[config.mk]
export PLATFORM = sky130hd
export DESIGN_NAME = cmd_credit_arbiter
export DESIGN_NICKNAME = d
export VERILOG_FILES = /design/src/rtl/cu_pkg.sv /design/src/rtl/round_robin_arbiter.sv /design/src/rtl/cmd_credit_arbiter.sv
export SDC_FILE = /design/constraint.sdc
export NUM_CORES = 1
export LEC_CHECK = 0
export BUFFER_PORTS_ARGS = -buffer_cell sky130_fd_sc_hd__buf_4
export CAP_MARGIN = 10
export CORE_AREA = 2 2 210 212
export CTS_BUF_LIST = sky130_fd_sc_hd__clkbuf_2 sky130_fd_sc_hd__clkbuf_4 sky130_fd_sc_hd__clkbuf_8
export CTS_CLUSTER_DIAMETER = 60
export CTS_CLUSTER_SIZE = 25
export DETAILED_ROUTE_END_ITERATION = 7
export DIE_AREA = 0 0 212 214
export HOLD_SLACK_MARGIN = 0.02
export PLACE_DENSITY_LB_ADDON = 0.05
export SLEW_MARGIN = 20
export SYNTH_ARGS = -nofsm -noshare
export SYNTH_HDL_FRONTEND = slang
export SYNTH_SLANG_ARGS = --single-unit
[constraint.sdc]
create_clock -name clock -period 10.3 [get_ports clock]
set_clock_uncertainty 0.2 [all_clocks]
set_input_delay 0.515 -clock clock [delete_from_list [all_inputs] [get_ports clock]]
set_output_delay 0.515 -clock clock [all_outputs]
set_load 0.01 [all_outputs]
[src/rtl/cu_pkg.sv]
// cu_pkg: shared types and constants for the command unit.
//   - arb_state_t                 : command credit arbiter FSM encoding
//   - NUM_REQ / REQ_*             : requester count and fixed requester slots
//   - CommandBufferLine           : one PSL command as buffered by a requester
//   - ResponseControlInterfaceOut : decoded PSL response (valid, tag, credits)
package cu_pkg;

  localparam int NUM_REQ     = 4;
  localparam int REQ_READ    = 0;
  localparam int REQ_WRITE   = 1;
  localparam int REQ_WED     = 2;
  localparam int REQ_RESTART = 3;

  localparam int               OUTSTANDING_W   = 9;
  localparam logic [8:0]       OUTSTANDING_MAX = 9'd256;

  typedef enum logic [2:0] {
    ST_DISABLED = 3'd0,
    ST_LOAD     = 3'd1,
    ST_RUN      = 3'd2,
    ST_DRAIN    = 3'd3,
    ST_ERROR    = 3'd4
  } arb_state_t;

  typedef struct packed {
    logic        valid;
    logic [12:0] command;
    logic [63:0] address;
    logic [11:0] size;
    logic [7:0]  tag;
  } CommandBufferLine;

  typedef struct packed {
    logic       valid;
    logic [7:0] tag;
    logic [7:0] response_credits;
  } ResponseControlInterfaceOut;

endpackage

[src/rtl/round_robin_arbiter.sv]
// round_robin_arbiter: picks one of N requests, searching upward from a
// pointer that moves to one past the winner whenever advance is high.
//   clock, rst : clock and asynchronous active-high reset (pointer -> 0)
//   req        : request vector
//   advance    : the current grant was actually used; move the pointer
//   grant      : one-hot (or zero) combinational grant
module round_robin_arbiter #(
  parameter int N = 3
) (
  input  logic         clock,
  input  logic         rst,
  input  logic [N-1:0] req,
  input  logic         advance,
  output logic [N-1:0] grant
);

  localparam int PTR_W = (N > 1) ? $clog2(N) : 1;

  logic [PTR_W-1:0] ptr_q;
  logic [PTR_W-1:0] ptr_next;
  logic             found;
  int               idx;

  always_comb begin
    grant    = '0;
    found    = 1'b0;
    idx      = 0;
    ptr_next = ptr_q;
    for (int off = 0; off < N; off++) begin
      idx = (int'(ptr_q) + off) % N;
      if (!found && req[idx]) begin
        grant[idx] = 1'b1;
        found      = 1'b1;
        ptr_next   = PTR_W'((idx + 1) % N);
      end
    end
  end

  always_ff @(posedge clock or posedge rst) begin
    if (rst) begin
      ptr_q <= '0;
    end else if (advance && found) begin
      ptr_q <= ptr_next;
    end
  end

endmodule

[src/rtl/cmd_credit_arbiter.sv]
// cmd_credit_arbiter: issues at most one PSL command per cycle from NUM_REQ
// requesters, bounded by the command room captured at enable and by 256
// outstanding commands. The restart requester (highest index) always wins;
// the others share round-robin. Responses return credits and retire
// outstanding commands; any accounting inconsistency locks the block in
// ERROR until reset.
//   clock, rst      : clock and asynchronous active-high reset
//   enabled_in      : AFU enable; low returns to DISABLED and clears counters
//   croom_in        : command room, captured in LOAD
//   req_valid_in    : per-requester pending command, held until granted
//   req_cmd_in      : per-requester command fields
//   response_in     : decoded response (valid, tag, response_credits)
//   drain_in        : stop granting and wait for all responses
//   req_grant_out   : registered one-hot grant pulse
//   command_out     : registered issued command (valid, internal tag)
//   credits_out     : available credits
//   outstanding_out : commands issued without response
//   idle_out        : high in DISABLED
//   arb_error_out   : high in ERROR (sticky until reset)
module cmd_credit_arbiter
  import cu_pkg::*;
#(
  parameter int NUM_REQ  = cu_pkg::NUM_REQ,
  parameter int CREDIT_W = 8
) (
  input  logic                           clock,
  input  logic                           rst,
  input  logic                           enabled_in,
  input  logic [CREDIT_W-1:0]            croom_in,
  input  logic [NUM_REQ-1:0]             req_valid_in,
  input  CommandBufferLine [NUM_REQ-1:0] req_cmd_in,
  input  ResponseControlInterfaceOut     response_in,
  input  logic                           drain_in,
  output logic [NUM_REQ-1:0]             req_grant_out,
  output CommandBufferLine               command_out,
  output logic [CREDIT_W-1:0]            credits_out,
  output logic [OUTSTANDING_W-1:0]       outstanding_out,
  output logic                           idle_out,
  output logic                           arb_error_out
);

  localparam int RR_N    = NUM_REQ - 1;
  localparam int RESTART = NUM_REQ - 1;
  // Two spare bits: one for underflow sign, one for response overshoot.
  localparam int CW      = CREDIT_W + 2;

  arb_state_t                 state_q, state_d;
  logic [CREDIT_W-1:0]        credits_q, croom_max_q;
  logic [OUTSTANDING_W-1:0]   outstanding_q, outstanding_next;
  logic [7:0]                 tag_q;
  logic [NUM_REQ-1:0]         valid_eff, grant_d;
  logic [RR_N-1:0]            rr_grant;
  logic                       rr_advance, issue, fire, resp_v, acct_active;
  logic                       over, acct_err;
  logic [CW-1:0]              credits_next;
  CommandBufferLine           cmd_d;
  logic                       resp_tag_unused;

  // Responses are matched by count only; the tag is not needed here.
  assign resp_tag_unused = ^response_in.tag;

  // A requester still shows valid in the cycle its grant is visible; mask it
  // so the same command is never granted twice.
  assign valid_eff = req_valid_in & ~req_grant_out;

  round_robin_arbiter #(.N(RR_N)) u_rr (
    .clock   (clock),
    .rst     (rst),
    .req     (valid_eff[RR_N-1:0]),
    .advance (rr_advance),
    .grant   (rr_grant)
  );

  always_comb begin
    // NOTE: every signal driven here gets a default first, so no path can
    // leave one unassigned and infer a latch.
    grant_d = '0;
    if (valid_eff[RESTART]) grant_d[RESTART] = 1'b1;
    else                    grant_d[RR_N-1:0] = rr_grant;

    cmd_d = '0;
    for (int i = 0; i < NUM_REQ; i++) begin
      if (grant_d[i]) cmd_d = req_cmd_in[i];
    end
    cmd_d.valid = 1'b1;
    cmd_d.tag   = tag_q;

    resp_v      = response_in.valid;
    acct_active = (state_q == ST_RUN) || (state_q == ST_DRAIN);
    issue       = (state_q == ST_RUN) && enabled_in && !drain_in &&
                  (credits_q != '0) && (outstanding_q < OUTSTANDING_MAX) &&
                  (grant_d != '0);

    credits_next = {2'b00, credits_q} - CW'(issue) +
                   (resp_v ? CW'(response_in.response_credits) : CW'(0));
    over         = !credits_next[CW-1] && (credits_next > {2'b00, croom_max_q});
    acct_err     = acct_active &&
                   (credits_next[CW-1] || over || (resp_v && outstanding_q == '0));

    // The erroring cycle issues nothing.
    fire             = issue && !acct_err;
    rr_advance       = fire && !valid_eff[RESTART];
    outstanding_next = outstanding_q + OUTSTANDING_W'(fire) - OUTSTANDING_W'(resp_v);

    state_d = state_q;
    unique case (state_q)
      ST_DISABLED: if (enabled_in) state_d = ST_LOAD;
      ST_LOAD:     state_d = ST_RUN;
      ST_RUN:      if (drain_in) state_d = ST_DRAIN;
      ST_DRAIN:    if (outstanding_next == '0) state_d = ST_DISABLED;
      ST_ERROR:    state_d = ST_ERROR;
      default:     state_d = ST_DISABLED;
    endcase
    // Disable beats everything but ERROR; an accounting error beats the
    // normal transitions.
    if (state_q != ST_ERROR) begin
      if (!enabled_in)   state_d = ST_DISABLED;
      else if (acct_err) state_d = ST_ERROR;
    end
  end

  always_ff @(posedge clock or posedge rst) begin
    if (rst) begin
      state_q       <= ST_DISABLED;
      credits_q     <= '0;
      croom_max_q   <= '0;
      outstanding_q <= '0;
      tag_q         <= '0;
      req_grant_out <= '0;
      command_out   <= '0;
    end else begin
      // NOTE: registers use non-blocking assignment so every flop samples
      // the pre-edge values computed above, independent of statement order.
      state_q       <= state_d;
      req_grant_out <= fire ? grant_d : '0;
      command_out   <= fire ? cmd_d : '0;
      if (state_d == ST_DISABLED) begin
        credits_q     <= '0;
        croom_max_q   <= '0;
        outstanding_q <= '0;
        tag_q         <= '0;
      end else begin
        if (state_q == ST_LOAD) begin
          credits_q   <= croom_in;
          croom_max_q <= croom_in;
        end else if (acct_active && !acct_err) begin
          credits_q     <= credits_next[CREDIT_W-1:0];
          outstanding_q <= outstanding_next;
        end
        if (fire) tag_q <= tag_q + 8'd1;
      end
    end
  end

  assign credits_out     = credits_q;
  assign outstanding_out = outstanding_q;
  assign idle_out        = (state_q == ST_DISABLED);
  assign arb_error_out   = (state_q == ST_ERROR);

endmodule

# --- Word-level counts from Yosys, hierarchy flattened ---
# Index checks and enable logic that the tools add are counted.
word_totals:
  n_memories: 0
  out_inout_bits: 121
  word_cells: 135
  in_bits: 425
  mem_bits_ro: 0
  latch_bits: 0
  reg_bits: 140
  ram_bits: 0
op_classes:
  n_shift: 0
  eq_ne: 6
  mux: 50
  order_cmp: 8
  n_mul: 0
  n_reduce_logical: 39
  bitwise_logic: 4
  addsub: 10
  div: 6
op_table:
  columns: ["op", "count"]
  rows:
  - ["$mux W97", 4]
  - ["$mod A32 B3 Y32 const B", 5]
  - ["$mux W98", 1]
  - ["$add A32 B2 Y32 const B", 3]
  - ["$ge A32 B1 Y1 const B", 3]
  - ["$lt A32 B4 Y1 const B", 3]
  - ["$mux W8", 8]
  - ["$mod A3 B3 Y32 const B", 1]
  - ["$mux W3", 10]
  - ["$mux W9", 3]
  - ["$logic_not A9 Y1", 2]
  - ["$logic_and A1 B1 Y1", 17]
  - ["$pmux W3 S5", 1]
  - ["$mux W1", 13]
  - ["$add A9 B9 Y10", 1]
  - ["$gt A10 B8 Y1", 1]
  - ["$add A9 B1 Y9", 1]
  - ["$lt A9 B9 Y1 const B", 1]
  - ["$sub A8 B1 Y9", 1]
  - ["$sub A9 B1 Y9", 1]
  - ["$add A8 B1 Y8 const B", 1]
  - ["$reduce_bool A8 Y1", 1]
  - ["$bmux W1 S2", 3]
  - ["$demux W1 S2", 3]
  - ["19 further kinds", 35]

# --- Longest topological paths before layout ---
# Gate-level depths: netlist of the first run.
logic_depth:
  ltp_word: 35
  mapped_depth: 49
  mapped_depth_nobuf: 45

# --- Modules after synthesis ---
# Synthesis of the first run repeated with hierarchy kept, for this count alone.
unflattened:
  hier_cells: 1318
  hier_area_um2: 10239.8
modules_own_cells:
  columns: ["module", "seq_area_each_um2", "area_each_um2", "cells_each", "instances"]
  rows:
  - ["cmd_credit_arbiter", 3453.3, 8479.4, 1076, 1]
  - ["round_robin_arbiter", 50.0, 1760.4, 242, 1]

# --- Worst setup path after synthesis of the first run ---
# Ideal clock, no wire load.
synth_path:
  path_kind: "reg2reg"
  start: "reg u_rr.ptr_q[1]"
  end: "reg outstanding_q[6] (netlist: outstanding_out[6])"
  arrival_ns: 9.114
  setup_ns: 0.132
  slack_ns: 0.854
  required_time_ns: 9.968
  path_buffers: 4
  path_stages_with_launch: 48
  path_cell_list: "dfrtp_1 inv_1 ha_1 buf_2 inv_1 o31ai_1 o21a_1 a22oi_1 o21ai_1 nor3_1 a311o_1 inv_1 ha_1 ha_1 inv_1 ha_1 a21o_1 a21oi_1 [... 12 more ...] clkbuf_1 ha_1 inv_1 ha_1 inv_1 fa_1 nand2b_1 a21oi_1 o21ai_0 a21oi_1 nor2_1 xnor2_1 or3_1 o311a_1 o22a_1 nor3_1 clkbuf_1 nor2_1"
synth_between:
  elab_chain_cells: 34
  elab_cells_between_ends: 69
  classes_between: "6 x add/sub; 3 x div; 7 x order compare; 1 x eq/ne; 29 x mux; 2 x bitwise; 21 x reduce/logical"
synth_lines:
  columns: ["element", "line", "source"]
  rows:
  - ["start, declared", "round_robin_arbiter.sv:19", "logic [PTR_W-1:0] ptr_q;"]
  - ["start signal, assigned", "round_robin_arbiter.sv:43", "ptr_q <= ptr_next;"]
  - ["parallel branches: the longest is 10 deep, another holds $mod A32 B3 Y32", null, null]
  - ["$mux W3 (*)", "round_robin_arbiter.sv:31", "if (!found && req[idx]) begin"]
  - ["$mux W3 (*)", "cmd_credit_arbiter.sv:78", "if (valid_eff[RESTART]) grant_d[RESTART] = 1'b1;"]
  - ["$reduce_bool A4 Y1 (*)", "cmd_credit_arbiter.sv:92", "(grant_d != '0);"]
  - ["$logic_and A1 B1 Y1 (*)", "cmd_credit_arbiter.sv:91", "(credits_q != '0) && (outstanding_q < OUTSTANDING_MAX) &&"]
  - ["$sub A8 B1 Y9", "cmd_credit_arbiter.sv:94", "credits_next = {2'b00, credits_q} - CW'(issue) +"]
  - ["$add A9 B9 Y10", "cmd_credit_arbiter.sv:94", null]
  - ["$gt A10 B8 Y1 / $logic_not A1 Y1 (equally long branches)", "cmd_credit_arbiter.sv:96", "over = !credits_next[CW-1] && (credits_next > {2'b00, croom_max_q});"]
  - ["[... 10 more ...]", null, null]
  - ["$pmux W3 S5", "cmd_credit_arbiter.sv:106", "unique case (state_q)"]
  - ["$mux W3", "cmd_credit_arbiter.sv:118", "else if (acct_err) state_d = ST_ERROR;"]
  - ["$mux W3", "cmd_credit_arbiter.sv:117", "if (!enabled_in) state_d = ST_DISABLED;"]
  - ["$mux W3 (*)", "cmd_credit_arbiter.sv:116", "if (state_q != ST_ERROR) begin"]
  - ["via state_d[0]", "cmd_credit_arbiter.sv:47", "arb_state_t state_q, state_d;"]
  - ["$logic_not A3 Y1 (*)", "cmd_credit_arbiter.sv:137", "if (state_d == ST_DISABLED) begin"]
  - ["$ne A2 B2 Y1 (no line) / $reduce_bool A2 Y1 (equally long branches)", null, null]
  - ["$reduce_and A2 Y1 (no line)", null, null]
  - ["end signal, assigned", "cmd_credit_arbiter.sv:148", "outstanding_q <= outstanding_next;"]
  - ["end, declared", "cmd_credit_arbiter.sv:49", "logic [OUTSTANDING_W-1:0] outstanding_q, outstanding_next;"]
# Mark *: on every way through the listed nets, which the timed path passes. The select of a mux whose other input is x is not followed.
# A chain may end at the register's enable or synchronous reset.

# --- Final worst setup path of the first run ---
layout_path:
  start: "reg u_rr.ptr_q[1]"
  end: "reg outstanding_q[1] (netlist: outstanding_out[1])"
# Same word-level chain as after synthesis.

==> impl_metrics.csv, run 1 <==
group,metric,value,unit
layout,nNetsFinal,2088,
global_routing,grt_busiest_layer,"met2",
floorplanning,initial_utilization,22.0,%
global_routing,overflow,0,
global_routing,grtUsageMet1,23.0,%
clocking,root_buffer,"clkbuf_8",
route,dr.pass1.iters,5,
setup_path,crit_required,10.47,ns
layout,drive_above_1_share,36.4,%
layout,nFillCells,4606,
floorplanning,rows,76,
pwr,p_int,1.29,mW
setup_path,cp-start-kind,"flip-flop",
pwr,p_sw,958,uW
synthesis,synth_cells,1144,
sta,fin_setup_tns,0,ns
clocking,cts_tree,"built",
setup_path,cp.arrival,9.70,ns
layout,multi_input_area,0.00547,sq mm
pwr,seqPwrFrac,27.6,%
synthesis,ys_seq_area_share,37.2,%
setup_path,crit_slowest_cell,"dfrtp_2",
setup_path,end_kind,"flip-flop",
placed_design,routabilityCongestion,0.847,
synthesis,synth_edf_count,0,
floorplanning,dieArea,0.0454,sq mm
clocking,path_clk_slew,0.10,ns
sta,rsz0062_at_grt,"false",
pwr,power.total,2.25,mW
global_routing,use_met3,7.11,%
layout,area_growth,53.0,%
synthesis,avgSynthCellArea,8.24,sq um
synthesis,ys_types,75,
route,vias,10400,
sta,drv_slew,0,
setup_path,timing.critical_path.from,"u_rr.ptr_q[1]",
synthesis,ys_warn_count,0,
hold_path,hp-class,"in -> reg",
clocking,clockBufferDepth,2,
status,status,"completed",
global_routing,grt_pass1_wl,67.9,mm
clocking,htree_levels,4,
clocking,cts_buffers,17,
route,detail-route-antenna-nets,0,
placed_design,port_buffers,501,
route,avgViaCountPerCell,4.68,
global_routing,grt_util_met2,35.2,%
sta,worst_pin_slew,1.13,ns
sta,post-route-period-util,92.6,%
synthesis,synth_fp_nets,1618,
synthesis,syn-cell-area,0.00943,sq mm
pwr,pwr_density_cell,156,mW/mm^2
global_routing,grt_max_degree,185,
global_routing,antenna_found_initial,12,
sta,slew_headroom,24.9,%
layout,seq_area,0.00350,sq mm
floorplanning,fp.dieH,214,um
setup_path,reg2reg_depth,45,
setup_path,reg2reg_to,"outstanding_out[1]",
setup_path,critPathCapture,"outstanding_out[1]",
synthesis,ys_ff_latch,140,
setup_path,max_stage_delay,0.48,ns
pwr,p_sw_share,42.5,%
floorplanning,core_area,0.0429,sq mm
global_routing,track_usage,20.2,%
pwr,comb_power_share,51.8,%
synthesis,ys_async_sr_fraction,100,%
route,routed_wl,46.4,mm
sta,fin_crit,9.53,ns
placed_design,dpl.hpwl,35.7,mm
setup_path,timing.rr.start,"u_rr.ptr_q[1]",
clocking,cts_sinks,140,
setup_path,reg2reg_slack,0.77,ns
pwr,p_leak,6.80,nW
clocking,clock_latency,0.48,ns
global_routing,grt_pass1_vias,10700,
sta,fmax,105,MHz
setup_path,crit_type,"reg -> reg",
route,routedWlPerCell,20.9,um
setup_path,crit_fanout,27,
route,drcViolationCount,0,
sta,setup_viol,0,
job,drv_cap,0,
floorplanning,io_pins,546,
pwr,power_frac_clock,20.6,%
pwr,peakVddDrop,70.6,uV
synthesis,synth_ff_type,"dfrtp_1",
route,first_iter_violations,536,
sta,finalHoldViolCount,0,
floorplanning,die_x,212,um
-- timing repair --
action | CTS | global route
buffers inserted | 0 | 0
gates resized for setup | 0 | 7
hold buffers | 20 | 0
endpoints found under the setup margin | 0 | 33
hold endpoints to repair | 93 | 0
-- cell usage in the layout, fill, tap and decap left out, types with 10 or more instances in the layout --
| master | Yosys | final |
|---|---|---|
| a21oi_1 | 126 | 125 |
| a221oi_1 | 91 | 91 |
| clkbuf_8 | 0 | 17 |
| buf_4 | 0 | 518 |
| xor2_1 | 10 | 10 |
| nor2_1 | 218 | 218 |
| ha_1 | 47 | 45 |
| inv_1 | 48 | 47 |
| mux2i_1 | 11 | 11 |
| nand2_1 | 49 | 49 |
| dfrtp_1 | 140 | 139 |
| o21a_1 | 11 | 11 |
| dlygate4sd3_1 | 0 | 20 |
| and2_1 | 19 | 19 |
| nor3_1 | 106 | 103 |
| o21ai_0 | 11 | 11 |
| nand3_1 | 10 | 10 |
| xnor2_1 | 24 | 24 |
-- sequential cells by signal, summed over array words and instances, names as in the netlist --
register	cells
command_out	98
credits_out	8
croom_max_q	8
outstanding_out	9
req_grant_out	4
state_q	3
tag_q	8
u_rr.ptr_q	2
-- synthesized netlist by cell type, types with 6 or more instances --
cell type,number,share of area [%]
o31ai_1,6,0.48
nand3_1,10,0.53
a21oi_1,126,6.7
nor2_1,218,8.7
inv_1,48,1.9
and2_1,19,1.3
nand2_1,49,2.0
mux2_2,8,0.96
clkbuf_1,70,2.8
nor3_1,106,5.6
o21ai_0,11,0.58
ha_1,47,6.2
nand2b_1,7,0.46
xnor2_1,24,2.2
xor2_1,10,0.93
mux2i_1,11,1.2
a221oi_1,91,8.5
nand4_1,8,0.53
nor2b_1,9,0.60
buf_1,14,0.56
dfrtp_1,140,37
o21a_1,11,0.88
-- metrics by stage --
stage	util (%)	setup WS (ns)	cell area [sq um]	hold slack, ns	instances
4_1_cts	33.5	0.211	14400	0.0208	2212
6_report	33.6	0.766	14400	0.0656	2219
5_1_grt	33.6	0.0155	14400	0.0438	2216
3_5_place_dp	32.2	0.275	13800	0.312	2160
2_1_floorplan	-	0.854	9430	0.275	1144
3_3_place_gp	32.2	0.399	13800	0.310	2160
-- critical path: cells and delay by family, from the launching register on --
family	cells	cell delay, ns
buffers and inverters	7	0.79
flip-flops	1	0.48
AO/OA/AOI/OAI	18	3.75
XOR/XNOR	2	0.25
adder cells (fa/ha/maj)	8	2.16
AND/OR/NAND/NOR	10	1.76
-- how the worst min path moves through the flow --
| stage | startpoint | endpoint | slack [ns] | depth (start not counted) |
|---|---|---|---|---|
| floorplan | tag_q[7] | command_out[7] | 0.28 | 1 |
| global placement | tag_q[7] | command_out[7] | 0.31 | 1 |
| detailed placement | tag_q[7] | command_out[7] | 0.31 | 1 |
| CTS | req_cmd_in[330] | command_out[36] | 0.02 | 3 |
| global route | req_cmd_in[384] | command_out[90] | 0.04 | 3 |
| finish | req_cmd_in[387] | command_out[93] | 0.07 | 3 |
-- per-layer routing --
metal	up-vias	wire length, um	part of all wire, %
li1	5075	-	-
met2	327	23700	51
met5	-	70	0.15
met3	48	3720	8.0
met1	4928	18100	39
met4	10	784	1.7
-- layout make-up --
class,count,share of cell area (%)
antenna,7,0.121
clock buffer,17,1.62
clock inverter,15,1.06
inverter,49,1.31
multi-input combinational,866,37.9
sequential,140,24.3
tap,585,5.07
timing repair buffer,540,28.6
-- logic make-up after synthesis --
| family | Yosys count | share of synthesized area, % |
|---|---|---|
| mux | 19 | 2.12 |
| flops | 140 | 37.2 |
| fa+ha+maj | 49 | 6.66 |
| simple gates | 461 | 22.6 |
| xor+xnor | 35 | 3.33 |
| compound gates | 302 | 22.5 |
| buf+inv | 138 | 5.63 |
-- power by group through the flow --
| stage | logic (mW) | registers (mW) | clock network (mW) |
|---|---|---|---|
| 2_1_floorplan | 0.743 | 0.624 | 0 |
| 3_3_place_gp | 1.17 | 0.632 | 0 |
| 3_5_place_dp | 1.17 | 0.632 | 0 |
| 4_1_cts | 1.18 | 0.622 | 0.489 |
| 5_1_grt | 1.30 | 0.628 | 0.507 |
| 6_report | 1.17 | 0.621 | 0.464 |
No activity file was read; power rests on OpenSTA's default activity.
==> inputs of run 2 (changes only) <==
==> constraint.sdc (replaced) <==
create_clock -name clock -period 10.3 [get_ports clock]
set_clock_uncertainty 0.2 [all_clocks]
set_input_delay 1.545 -clock clock [delete_from_list [all_inputs] [get_ports clock]]
set_output_delay 1.545 -clock clock [all_outputs]
set_load 0.01 [all_outputs]
==> impl_metrics.csv, run 2 (synthesized netlist as in run 1, its figures left out) <==
group,metric,value,unit
layout,design_area,0.0144,sq mm
clocking,cts_buffers,17,
layout,layout_commonest_cell,"buf_4",
floorplanning,core_area,0.0429,sq mm
sta,worst_pin_slew,1.12,ns
layout,largest-register,"command_out",
pwr,peakVddDrop,80.4,uV
route,routed_wl,45.8,mm
sta,fmax,105,MHz
floorplanning,die_x,212,um
layout,area_growth,52.9,%
sta,fin_crit,9.53,ns
sta,timing.hold.ws,0.325,ns
floorplanning,rows,76,
layout,nNetsFinal,2081,
pwr,power.total,2.35,mW
sta,slew_headroom,25.6,%
sta,layout_setup_ws,0.773,ns
route,routedWlPerCell,20.7,um
pwr,p_leak,6.82,nW
clocking,postCtsHoldBufs,0,
clocking,root_buffer,"clkbuf_8",
layout,largest_reg_flops,98,
route,first_iter_violations,456,
global_routing,track_usage,20.1,%
global_routing,grt_max_degree,185,
pwr,pwr_density_cell,163,mW/mm^2
floorplanning,fp.dieH,214,um
route,dr.pass1.iters,5,
status,status,"completed",
clocking,clockBufferDepth,2,
sta,rsz0062_at_grt,"false",
route,vias,10400,
setup_path,crit_fanout,13,
layout,nFillCells,4598,
layout,fin_util,33.6,%
sta,post-route-period-util,92.5,%
hold_path,hp-class,"reg -> reg",
route,drcViolationCount,0,
global_routing,grt_pass1_wl,67.8,mm
global_routing,antenna_found_initial,13,
sta,drv_slew,0,
global_routing,overflow,0,
clocking,cts_sinks,140,
clocking,htree_levels,4,
setup_path,end_kind,"flip-flop",
setup_path,cp-start-kind,"primary input",
setup_path,max_stage_delay,0.38,ns
setup_path,crit_type,"in -> reg",
sta,finalHoldViolCount,0,
placed_design,placed_cell_area,0.0139,sq mm
clocking,path_clk_slew,0.08,ns
floorplanning,dieArea,0.0454,sq mm
layout,drive_above_1_share,37.2,%
placed_design,routabilityCongestion,0.842,
floorplanning,initial_utilization,22.0,%
floorplanning,io_pins,546,
placed_design,port_buffers,501,
sta,setup_viol,0,
setup_path,crit_required,10.46,ns
route,detail-route-antenna-nets,0,
setup_path,crit_slowest_cell,"or3_1",
clocking,cts_tree,"built",
layout,layout_common_cells,"532 x buf_4, 218 x nor2_1, 139 x dfrtp_1, 126 x a21oi_1, 103 x nor3_1",
global_routing,grt_pass1_vias,10800,
placed_design,dpl_worst_slack,-0.0249,ns
route,avgViaCountPerCell,4.70,
job,drv_cap,0,
placed_design,dpl.hpwl,35.3,mm
clocking,clock_latency,0.49,ns
setup_path,cp.arrival,9.68,ns
## run 2: what timing repair did
| action | in CTS | in global routing |
|---|---|---|
| resized for setup | 0 | 7 |
| hold endpoints to repair | 0 | 0 |
| setup endpoints to repair | 0 | 33 |
| setup buffers | 0 | 0 |
## run 2: through the flow
step / instances / TNS, ns
2_1_floorplan: 1144 / 0
3_3_place_gp: 2173 / 0
3_5_place_dp: 2173 / -0.424
4_1_cts: 2205 / 0
5_1_grt: 2210 / 0
6_report: 2212 / 0
## run 2: power breakdown
group	switching [mW]	total [mW]	internal, mW
clock	0.245	0.557	0.312
sequential	0.0379	0.620	0.582
combinational	0.655	1.17	0.518
## run 2: worst paths after layout
path / startpoint / end / slack, ns / cells past startpoint
worst max-delay path: req_valid_in[1] / croom_max_q[3] / 0.77 / 43
worst min register to register: croom_max_q[3] / croom_max_q[3] / 0.33 / 2
worst min-delay path: croom_max_q[3] / croom_max_q[3] / 0.33 / 2
worst max register to register: u_rr.ptr_q[0] / croom_max_q[3] / 0.92 / 45
max in group asynchronous: rst / command_out[2] / 7.63 / 3
min in group asynchronous: rst / command_out[41] / 1.03 / 2
## run 2: per-layer routing
| metal | wire [um] | global-route usage [%] | up-vias |
|---|---|---|---|
| met5 | 84 | 0 | - |
| met4 | 1070 | 6.41 | 12 |
| met3 | 4120 | 8.02 | 52 |
| met2 | 23500 | 35.2 | 326 |
| met1 | 17100 | 22.1 | 4952 |
| li1 | - | - | 5057 |
## run 2: critical path, delay by kind of cell
kind | cells | cell delay, ns
XOR/XNOR | 2 | 0.25
AO/OA/AOI/OAI | 17 | 3.35
buffers and inverters | 6 | 0.56
AND/OR/NAND/NOR | 11 | 2.29
adder cells (fa/ha/maj) | 7 | 1.67
## run 2: cell type report
class | instances | area [sq um] | area share [%]
inverters | 49 | 189 | 1.31
flip-flops and latches | 140 | 3500 | 24.3
clock buffers | 17 | 234 | 1.62
repair buffers | 533 | 4010 | 27.9
diodes | 7 | 17.5 | 0.122
well taps | 585 | 732 | 5.08
clock inverters | 15 | 246 | 1.71
multi-input cells | 866 | 5470 | 38.0
